## src/rtl/conv_sched_if.sv

```systemverilog
// rtl/conv_sched_if.sv - handshake bundle between conv_sched and the layer datapath
//
// Purpose: groups the layer control, kernel-load, window-fetch and
// pooling-RAM write signals of the convolution sequencer.
// Ports (master = sequencer side):
//   start, abort            layer control in
//   busy, done              layer status out
//   kern_req/kern_ack/kern_idx   kernel load handshake
//   win_req/win_ack/win_row/win_col/sum   window fetch handshake
//   wr_en/wr_addr/wr_data   pooling-RAM write port
interface conv_sched_if #(
  parameter int SUM_W  = 14,
  parameter int ADDR_W = 15
);
  logic              start;
  logic              abort;
  logic              busy;
  logic              done;
  logic              kern_req;
  logic              kern_ack;
  logic [5:0]        kern_idx;
  logic              win_req;
  logic              win_ack;
  logic [4:0]        win_row;
  logic [4:0]        win_col;
  logic [SUM_W-1:0]  sum;
  logic              wr_en;
  logic [ADDR_W-1:0] wr_addr;
  logic              wr_data;

  modport master (
    input  start, abort, kern_ack, win_ack, sum,
    output busy, done, kern_req, kern_idx, win_req, win_row, win_col,
           wr_en, wr_addr, wr_data
  );

  modport slave (
    output start, abort, kern_ack, win_ack, sum,
    input  busy, done, kern_req, kern_idx, win_req, win_row, win_col,
           wr_en, wr_addr, wr_data
  );
endinterface

```

## src/rtl/conv_sched.sv

```systemverilog
// rtl/conv_sched.sv - kernel/window sequencer for the binary-weight convolution datapath
//
// Purpose: for every kernel, request a kernel load, then fetch each output
// window in row-major order, threshold the accumulated sum against BIAS and
// write the 1-bit result to the pooling RAM at a linear address.
// Ports:
//   clk   rising-edge clock
//   rst   asynchronous active-high reset
//   bus   conv_sched_if.master (control, kernel/window handshakes, RAM write)
module conv_sched #(
  parameter int              OUT_DIM = 24,
  parameter int              N_KERN  = 6,
  parameter int              SUM_W   = 14,
  parameter logic [SUM_W-1:0] BIAS   = 14'h2000,
  parameter int              ADDR_W  = 15
) (
  input  logic         clk,
  input  logic         rst,
  conv_sched_if.master bus
);

  localparam logic [4:0] POS_LAST  = 5'(OUT_DIM - 1);
  localparam logic [5:0] KERN_LAST = 6'(N_KERN - 1);

  typedef enum logic [2:0] {
    IDLE,
    KLOAD,
    WREQ,
    WWAIT,
    WRITE,
    DONE
  } state_t;

  state_t state;

  // wr_addr is kept as a running count rather than a product: positions are
  // visited in exactly linear-address order and the count is cleared with
  // the position counters on start, so it always equals
  // kern_idx*OUT_DIM^2 + win_row*OUT_DIM + win_col during WRITE.
  always_ff @(posedge clk or posedge rst) begin
    if (rst) begin
      state        <= IDLE;
      bus.busy     <= 1'b0;
      bus.done     <= 1'b0;
      bus.kern_req <= 1'b0;
      bus.kern_idx <= '0;
      bus.win_req  <= 1'b0;
      bus.win_row  <= '0;
      bus.win_col  <= '0;
      bus.wr_en    <= 1'b0;
      bus.wr_addr  <= '0;
      bus.wr_data  <= 1'b0;
    end else if (bus.abort) begin
      // Counters and address are left as-is; the next start clears them.
      state        <= IDLE;
      bus.busy     <= 1'b0;
      bus.done     <= 1'b0;
      bus.kern_req <= 1'b0;
      bus.win_req  <= 1'b0;
      bus.wr_en    <= 1'b0;
    end else begin
      case (state)
        IDLE: begin
          if (bus.start) begin
            state        <= KLOAD;
            bus.busy     <= 1'b1;
            bus.kern_req <= 1'b1;
            bus.kern_idx <= '0;
            bus.win_row  <= '0;
            bus.win_col  <= '0;
            bus.wr_addr  <= '0;
          end
        end
        KLOAD: begin
          if (bus.kern_ack) begin
            state        <= WREQ;
            bus.kern_req <= 1'b0;
            bus.win_req  <= 1'b1;
          end
        end
        WREQ: begin
          state       <= WWAIT;
          bus.win_req <= 1'b0;
        end
        WWAIT: begin
          if (bus.win_ack) begin
            state       <= WRITE;
            bus.wr_en   <= 1'b1;
            bus.wr_data <= (bus.sum >= BIAS);
          end
        end
        WRITE: begin
          bus.wr_en   <= 1'b0;
          bus.wr_addr <= bus.wr_addr + ADDR_W'(1);
          if (bus.win_col < POS_LAST) begin
            bus.win_col <= bus.win_col + 5'd1;
            state       <= WREQ;
            bus.win_req <= 1'b1;
          end else begin
            bus.win_col <= '0;
            if (bus.win_row < POS_LAST) begin
              bus.win_row <= bus.win_row + 5'd1;
              state       <= WREQ;
              bus.win_req <= 1'b1;
            end else begin
              bus.win_row <= '0;
              if (bus.kern_idx < KERN_LAST) begin
                bus.kern_idx <= bus.kern_idx + 6'd1;
                state        <= KLOAD;
                bus.kern_req <= 1'b1;
              end else begin
                state    <= DONE;
                bus.done <= 1'b1;
              end
            end
          end
        end
        DONE: begin
          state    <= IDLE;
          bus.done <= 1'b0;
          bus.busy <= 1'b0;
        end
        default: begin
          state <= IDLE;
        end
      endcase
    end
  end

endmodule
```

## src/flat_wrapper.sv

```systemverilog
// flat-port wrapper written by rule: the top's interface ports become plain ports
module conv_sched_flat 
#(
  parameter int              OUT_DIM = 24,
  parameter int              N_KERN  = 6,
  parameter int              SUM_W   = 14,
  parameter logic [SUM_W-1:0] BIAS   = 14'h2000,
  parameter int              ADDR_W  = 15
)
  (clk, rst, bus_start, bus_abort, bus_kern_ack, bus_win_ack, bus_sum, bus_busy, bus_done, bus_kern_req, bus_kern_idx, bus_win_req, bus_win_row, bus_win_col, bus_wr_en, bus_wr_addr, bus_wr_data);
  conv_sched_if #(.SUM_W(SUM_W), .ADDR_W(ADDR_W)) bus_i ();
  input  logic clk;
  input  logic rst;
  input wire logic [$bits(bus_i.start)-1:0] bus_start;
  input wire logic [$bits(bus_i.abort)-1:0] bus_abort;
  input wire logic [$bits(bus_i.kern_ack)-1:0] bus_kern_ack;
  input wire logic [$bits(bus_i.win_ack)-1:0] bus_win_ack;
  input wire logic [$bits(bus_i.sum)-1:0] bus_sum;
  output wire logic [$bits(bus_i.busy)-1:0] bus_busy;
  output wire logic [$bits(bus_i.done)-1:0] bus_done;
  output wire logic [$bits(bus_i.kern_req)-1:0] bus_kern_req;
  output wire logic [$bits(bus_i.kern_idx)-1:0] bus_kern_idx;
  output wire logic [$bits(bus_i.win_req)-1:0] bus_win_req;
  output wire logic [$bits(bus_i.win_row)-1:0] bus_win_row;
  output wire logic [$bits(bus_i.win_col)-1:0] bus_win_col;
  output wire logic [$bits(bus_i.wr_en)-1:0] bus_wr_en;
  output wire logic [$bits(bus_i.wr_addr)-1:0] bus_wr_addr;
  output wire logic [$bits(bus_i.wr_data)-1:0] bus_wr_data;
  assign bus_i.start = bus_start;
  assign bus_i.abort = bus_abort;
  assign bus_i.kern_ack = bus_kern_ack;
  assign bus_i.win_ack = bus_win_ack;
  assign bus_i.sum = bus_sum;
  assign bus_busy = bus_i.busy;
  assign bus_done = bus_i.done;
  assign bus_kern_req = bus_i.kern_req;
  assign bus_kern_idx = bus_i.kern_idx;
  assign bus_win_req = bus_i.win_req;
  assign bus_win_row = bus_i.win_row;
  assign bus_win_col = bus_i.win_col;
  assign bus_wr_en = bus_i.wr_en;
  assign bus_wr_addr = bus_i.wr_addr;
  assign bus_wr_data = bus_i.wr_data;
  conv_sched #(.OUT_DIM(OUT_DIM), .N_KERN(N_KERN), .SUM_W(SUM_W), .BIAS(BIAS), .ADDR_W(ADDR_W)) u_core (.clk(clk), .rst(rst), .bus(bus_i));
endmodule
```

## config.mk

```make
export PLATFORM = sky130hd
export DESIGN_NAME = conv_sched_flat
export DESIGN_NICKNAME = d
export VERILOG_FILES = /design/src/rtl/conv_sched_if.sv /design/src/rtl/conv_sched.sv /design/src/flat_wrapper.sv
export SDC_FILE = /design/constraint.sdc
export NUM_CORES = 1
export LEC_CHECK = 0
export CORE_MARGIN = 5
export CORE_UTILIZATION = 38
export CTS_CLUSTER_DIAMETER = 30
export DETAILED_ROUTE_END_ITERATION = 10
export GPL_TIMING_DRIVEN = 0
export PLACE_DENSITY = 0.62
export SLEW_MARGIN = 20
export SYNTH_ARGS = -nofsm -noshare
export SYNTH_HDL_FRONTEND = slang
export SYNTH_SLANG_ARGS = --single-unit
```

## constraint.sdc

```tcl
create_clock -name clk -period 5.7 [get_ports clk]
set_input_delay 0.855 -clock clk [delete_from_list [all_inputs] [get_ports clk]]
set_output_delay 0.855 -clock clk [all_outputs]
set_load 0.005 [all_outputs]
```

==> results of run 1 <==
==> synthesized netlist by cell type (2+ instances only) <==
cell / instances / area, um^2
a21o_1: 3 / 22.5
a21oi_1: 7 / 35.0
a31oi_1: 4 / 25.0
a32o_1: 2 / 20.0
a41oi_1: 2 / 17.5
and2_1: 4 / 25.0
clkbuf_1: 7 / 26.3
dfrtp_1: 40 / 1000
ha_1: 5 / 62.6
inv_1: 10 / 37.5
mux2i_1: 7 / 70.1
nand2_1: 38 / 143
nand2b_1: 4 / 25.0
nand3_1: 15 / 75.1
nand4_1: 2 / 12.5
nor2_1: 27 / 101
nor3_1: 4 / 20.0
o21ai_0: 24 / 120
o31ai_1: 3 / 22.5
or3_1: 3 / 18.8
xor2_1: 2 / 17.5
==> worst max-delay path, cell delays in order <==
cell and delay (ps):
clkdlybuf4s50_1 500, o21ai_1 430, clkbuf_1 430, nor2_1 80, mux2i_1 150, o22ai_1 100
==> cell families (layout without fill, tap and decap cells) <==
| kind of cell | count (synthesis) | count (layout) | share of synthesized area, % |
|---|---|---|---|
| DFF | 40 | 40 | 46.6 |
| and+or+nand+nor | 107 | 107 | 23.5 |
| muxes | 8 | 8 | 3.78 |
| adders and majority gates | 5 | 5 | 2.91 |
| buffers and inverters | 19 | 70 | 3.73 |
| AOI/OAI and AO/OA | 60 | 60 | 18.7 |
| xor gates and xnor gates | 2 | 2 | 0.815 |
==> metal layers <==
metal | up-vias | GRT usage [%]
met5 | - | 0
met4 | 0 | 5.04
met3 | 5 | 2.72
met2 | 54 | 25.0
met1 | 883 | 19.4
li1 | 958 | -
==> path summary, 6_finish.rpt <==
check / start / endpoint / slack [ps] / cells after the start
max in group asynchronous: rst / u_core.bus.win_req / 4440 / 3
worst min register to register: u_core.bus.kern_idx[4] / u_core.bus.kern_idx[4] / 510 / 1
worst min-delay path: u_core.bus.kern_idx[4] / u_core.bus.kern_idx[4] / 510 / 1
min in group asynchronous: rst / u_core.bus.kern_idx[0] / 820 / 2
worst max register to register: u_core.state[0] / u_core.bus.win_row[3] / 3670 / 6
worst max-delay path: bus_start / u_core.bus.wr_addr[11] / 3320 / 6
==> where the power goes <==
part           leakage [nW]  total [W]  switching [W]  internal (W)
clock                0.0645   0.000255       0.000101      0.000155
combinational         0.573   0.000170      0.0000941     0.0000760
sequential            0.554   0.000312      0.0000124      0.000300
==> final cells by class <==
type                    count  share of cell area, %
clock inverters             1                   1.07
multi-input cells         182                   38.1
well taps                  72                   3.21
repair buffers             43                   15.7
inverters                  10                   1.34
flip-flops and latches     40                   35.7
plain buffers               9                   1.52
clock buffers               7                   3.43
==> state kept, by name (all words and copies together) (netlist names), 3 cells and up <==
signal               count
u_core.bus.win_row       5
u_core.state             3
u_core.bus.kern_idx      6
u_core.bus.wr_addr      15
u_core.bus.win_col       5
==> through the flow <==
step                      std cells  hold slack (ps)
after detailed placement        356              489
final                           364              510
after CTS                       364              514
after global routing            364              531
after global placement          355              487
after floorplan                 241              492
==> results.md, run 1 <==
* Clock transition at path regs at 80 ps
* Area post-placement at between 0.002 and 0.003 mm^2
* Gate Count Post-Synth at 241
* Status: complete, no violations
* Setup violators final at 0
* Register area at 0.00100 mm^2
* VDD IR-drop max at around 0.0002 V
* Htree depth at 2
* Max-slew violations at 0
* Vias at 1900
* Setup Skew at around 6.3 ps
* Nets at 316
* Setup bufs post-CTS at 0
* Met3 routed wirelength at about 240 um
* Post-route cell area at roughly 0.0028 mm^2
* Avg Inst Size Synth at between 8 and 9 um^2
* Crit path required time at 5860 ps
* Fill cell count at 516
* Leading cell type in the layout, fill and taps excluded: clkdlybuf4s50_1
* Final WL at 5030 um
* Via density at 5.22
* Initial core utilization at 39.0%
* LEAKAGE at 1.19 nW
* I/O Pins at 57
* Pre-CTS setup slack at between 3000 and 4000 ps
* Main synth FF type: dfrtp_1
* Crit share post-route at 41.7%
* CTS tree: done
* Final GP Congestion at a little over 0.8
* Setup ws final at 3320 ps
* Slew margin rel. at 52.9%
* Clock Sinks at 40
* Pwr dens at between 200 and 300 mW/mm^2
* Post-synthesis cell area at 0.00215 mm^2
* Met2 wire len at 2330 um
* Post-DRT Antenna Nets at 0
* Vias in the first global route at approximately 1900
* Total power at 0.000737 W
* Register area share after synthesis at 46.6%
* Final Hold Vio Count at 0
* Yosys warning total at 0
* Insertion delay to the later sink of the worst-skew pair at 290 ps
* Post-DP HPWL at 3710 um
* Synth unique cells at just under 50
* Commonest non-fill, non-tap cells in the layout: clkdlybuf4s50_1 (42), dfrtp_1 (40), nand2_1 (38)
* Starting DRC count in detailed routing at 58
* Die width at roughly 85 um
* I/O Buffers at between 40 and 50
* Number of max-cap violations at 0
* Crit path kind: in -> reg
* Worst-Margin Slew at 704 ps
* Initial antenna violation count at 0
* Chip height at 85.2 um
* DR top layer: met4
* Number of flops mapped to enable cells by yosys at 0
* First-pass GRT wire length at 8930 um
* HP Class: reg -> reg
* Die ar. at 0.00726 mm^2
* Fmax at 421 MHz
* Fin Setup TNS at 0 ps
* Num rows at 27
* Core box area at 0.00551 mm^2
* Wl on met1 at 2390 um
* Critical path launch point type: input pin
* Hold buffers post-CTS at 0
* Max Root-Sink Buffers at 2
* WL/cell at 13.8 um
* Drt drc at 0
* Crit end category: flop
* Final min period at 2380 ps
* Share of flip-flops with an asynchronous set or reset at 100%
* Syn_nets at 266
* Antenna diodes at 0
* Worst Path Arrival at 2530 ps
* Multi-input logic area at 0.00107 mm^2
* Largest net degree at the start of global routing at 30
* Post-CTS Resized at 0
* RSZ-0062 raised after global routing: false
* Flop and latch count out of synthesis at 40
* Overflow left after global routing at 0
* Detailed Routing Iterations Pass 1 at 4
* Root buffer cell: clkbuf_8
* Crit-path max FO at 10
* Total track usage at 14.9%
* Layout cells sized above 1 at around 7.5%
* Final design utilization at ~50%
* CTS buffer count at 5
* Synth-to-Final Area Change at 30.6%
(Power assumes the default switching activity.)
==> run 2, diff against run 1 <==
- clock period: 5.7 -> 2.49 ns (I/O delays scaled with it)
==> results of run 2 <==
Same layout as run 1 (identical final DEF). Status: complete, no violations.
Among the figures that moved: setup slack after placement 3010 ps -> 279 ps; setup slack after layout 3320 ps -> 459 ps; hold slack 510 ps -> 337 ps; start point of the critical path bus_start -> u_core.state[0]; end point of the critical path u_core.bus.wr_addr[11] -> u_core.bus.win_row[3]; register-to-register setup slack 3670 ps -> 460 ps; total power 0.000737 W -> 0.00169 W; worst IR drop on VDD 0.000203 V -> 0.000464 V
==> run 3, diff against run 2 <==
- PLACE_DENSITY: 0.62 -> 0.65
- clock period: 2.49 -> 1.6 ns (I/O delays scaled with it)
==> run 3 against run 2 <==
The run now ends with negative setup slack left. Setup slack worse by 770 ps. Non-clock buffer count rose by 26. Register-to-register slack lost 770 ps. Critical path type unchanged. Critical endpoint is now u_core.bus.kern_idx[2]. Largest power group unchanged.
==> results.md, run 3 (synthesis gave the netlist of run 1 again) <==
* Status: complete, but fails checks
* LEAKAGE at 1.45 nW (+22%)
* Largest Register: u_core.bus.wr_addr
* Leading cell type in the layout, fill and taps excluded: clkdlybuf4s50_1
* Fin Setup TNS at -2550 ps (-2550 ps)
* RSZ-0062 raised after global routing: true
* Chip height at 85.2 um (unchanged)
* Slowest cell on the critical path: or4_4
* I/O Buffers at 42 (unchanged)
* Final WL at 5750 um (+14%)
* HP Class: in -> async
* Clock transition at path regs at 80 ps (about the same)
* Detailed Routing Iterations Pass 1 at 4 (unchanged)
* Starting DRC count in detailed routing at 119 (+110%)
* Finished Layout Cells at 390 (+7.1%)
* Post-DRT Antenna Nets at 0 (unchanged)
* Vias at 2094 (+10%)
* DR top layer: met4
* Reg2reg start: u_core.bus.kern_idx[3]
* Layout cells sized above 1 at 25.8% (+18 points)
* Worst-Margin Slew at 385 ps (-319 ps)
* Crit-path max FO at 8
* Setup Skew at 9.13 ps (+2.87 ps)
* Final Hold Vio Count at 0 (unchanged)
* Num rows at 27 (unchanged)
* Htree depth at 2 (unchanged)
* Insertion delay to the later sink of the worst-skew pair at 290 ps (about the same)
* Crit path from: u_core.bus.kern_idx[3]
* Vias in the first global route at 1990 (+3.9%)
* Crit share post-route at 119%
* Worst path cell trace: or3_4 > or4_4 > o21ai_4 > a211o_2 > nand2_1
* Die ar. at 0.00726 mm^2 (unchanged)
* Max incr delay on CP at 530 ps (+30 ps)
* Slew margin rel. at 74.4% (+21 points)
* CTS tree: done
* WL/cell at 14.7 um (+6.6%)
* Synth-to-Final Area Change at 46.7%
* Worst hold slack at approximately 160 ps
* Drt drc at 0 (unchanged)
* Critical path launch point type: flop
* Largest net degree at the start of global routing at 34 (+13%)
* Clock Sinks at 40 (unchanged)
* Overflow left after global routing at 0 (unchanged)
* Largest registers: u_core.bus.wr_addr (15), u_core.bus.kern_idx (6)
* Post-DP HPWL at 3770 um (+1.6%)
* Total track usage at 16.0% (+1.1 points)
* First-pass GRT wire length at 9310 um (+4.3%)
* Setup ws final at -311 ps
* Die width at 85.2 um (unchanged)
* Setup violators final at 23 (+23)
* VDD IR-drop max at 0.000445 V
* Worst r2r path cells at 5 (-1)
* Crit path kind: reg -> reg
* Via density at 5.37 (+2.9%)
* Failing checks: negative setup slack
* Worst Path Arrival at 2100 ps
* Root buffer cell: clkbuf_8
* Met3 routed wirelength at 286 um (+17%)
* Core box area at 0.00551 mm^2 (unchanged)
* Final GP Congestion at 0.800 (-1.1%)
* Final min period at 1910 ps
* Antenna diodes at 0 (unchanged)
* Crit end category: flop
* Largest register FFs at 15 (unchanged)
* Max-slew violations at 0 (unchanged)
* Initial antenna violation count at 0 (unchanged)
* I/O Pins at 57 (unchanged)
* Wl on met1 at 2540 um (+6.3%)
* Pwr dens at 834 mW/mm^2
* Max Root-Sink Buffers at 2 (unchanged)
* Crit path required time at around 1800 ps
* Nets at 342 (+8.2%)
* Met2 wire len at 2840 um (+22%)
* Initial core utilization at 39.0% (unchanged)
* Number of max-cap violations at 0 (unchanged)
* CTS buffer count at 5 (unchanged)
* Fmax at about 520 MHz
* Hold buffers post-CTS at 0 (unchanged)
* Commonest non-fill, non-tap cells in the layout: clkdlybuf4s50_1 (38), nand2_1 (36), dfrtp_1 (34)
* Placed cells at 356 (unchanged)
-- run 3: changes by cell type in the layout (fill, tap and decap cells not counted), moves of 4 or more --
cell             before  now
clkbuf_2              0    5
dfrtp_2               0    6
nor2_1               27   23
buf_4                 0   23
o21ai_0              24   20
clkdlybuf4s50_1      42   38
o21ai_2               0    4
dfrtp_1              40   34
clkbuf_1              7    2
-- run 3: cell type report --
cell class              instances  area [um^2]
plain buffers                   7         35.0
fillers                       484         2350
clock buffers                   8         90.1
flip-flops and latches         40         1010
repair buffers                 71          684
well taps                      72         90.1
multi-input cells             182         1200
inverters                      10         41.3
-- run 3: what timing repair did --
item | in CTS | in global routing
gates resized for setup | 17 | 37
pin swaps | 3 | 10
buffers inserted | 15 | 13
setup endpoints to repair | 34 | 38
-- run 3: path summary, 6_finish.rpt --
kind | endpoint | slack (ps)
max | u_core.bus.kern_idx[2] | -310
min reg2reg | u_core.bus.wr_data | 530
min in group clk | u_core.bus.busy | 260
max reg2reg | u_core.bus.kern_idx[2] | -310
max in group asynchronous | u_core.state[0] | 990
min | u_core.bus.win_row[1] | 160
-- run 3: through the flow --
stage | worst slack (ps) | util [%] | area, um^2 | total power, W
floorplan | -229 | - | 2180 | 0.00155
global placement | -525 | 48.9 | 2690 | 0.00174
detailed placement | -567 | 49.2 | 2710 | 0.00175
CTS | -305 | 53.8 | 2960 | 0.00253
global route | -373 | 57.3 | 3150 | 0.00280
finish | -311 | 57.3 | 3150 | 0.00263
-- run 3: power breakdown --
group | internal (W) | leakage (nW) | total (W) | switching (W)
combinational | 0.000408 | 0.864 | 0.000823 | 0.000415
sequential | 0.00107 | 0.544 | 0.00112 | 0.0000521
clock | 0.000352 | 0.0455 | 0.000685 | 0.000333
-- run 3: per-layer routing --
metal,GRT usage (%),vias to the layer above
li1,-,1011
met1,19.7,1014
met2,27.0,63
met3,4.56,6
met4,5.04,0
met5,0,-
-- run 3: critical path, delay by kind of cell, from the launching register on --
kind | cells | cell delay [ps]
and+or+nand+nor | 3 | 970
AOI/OAI and AO/OA | 2 | 450
DFF | 1 | 390
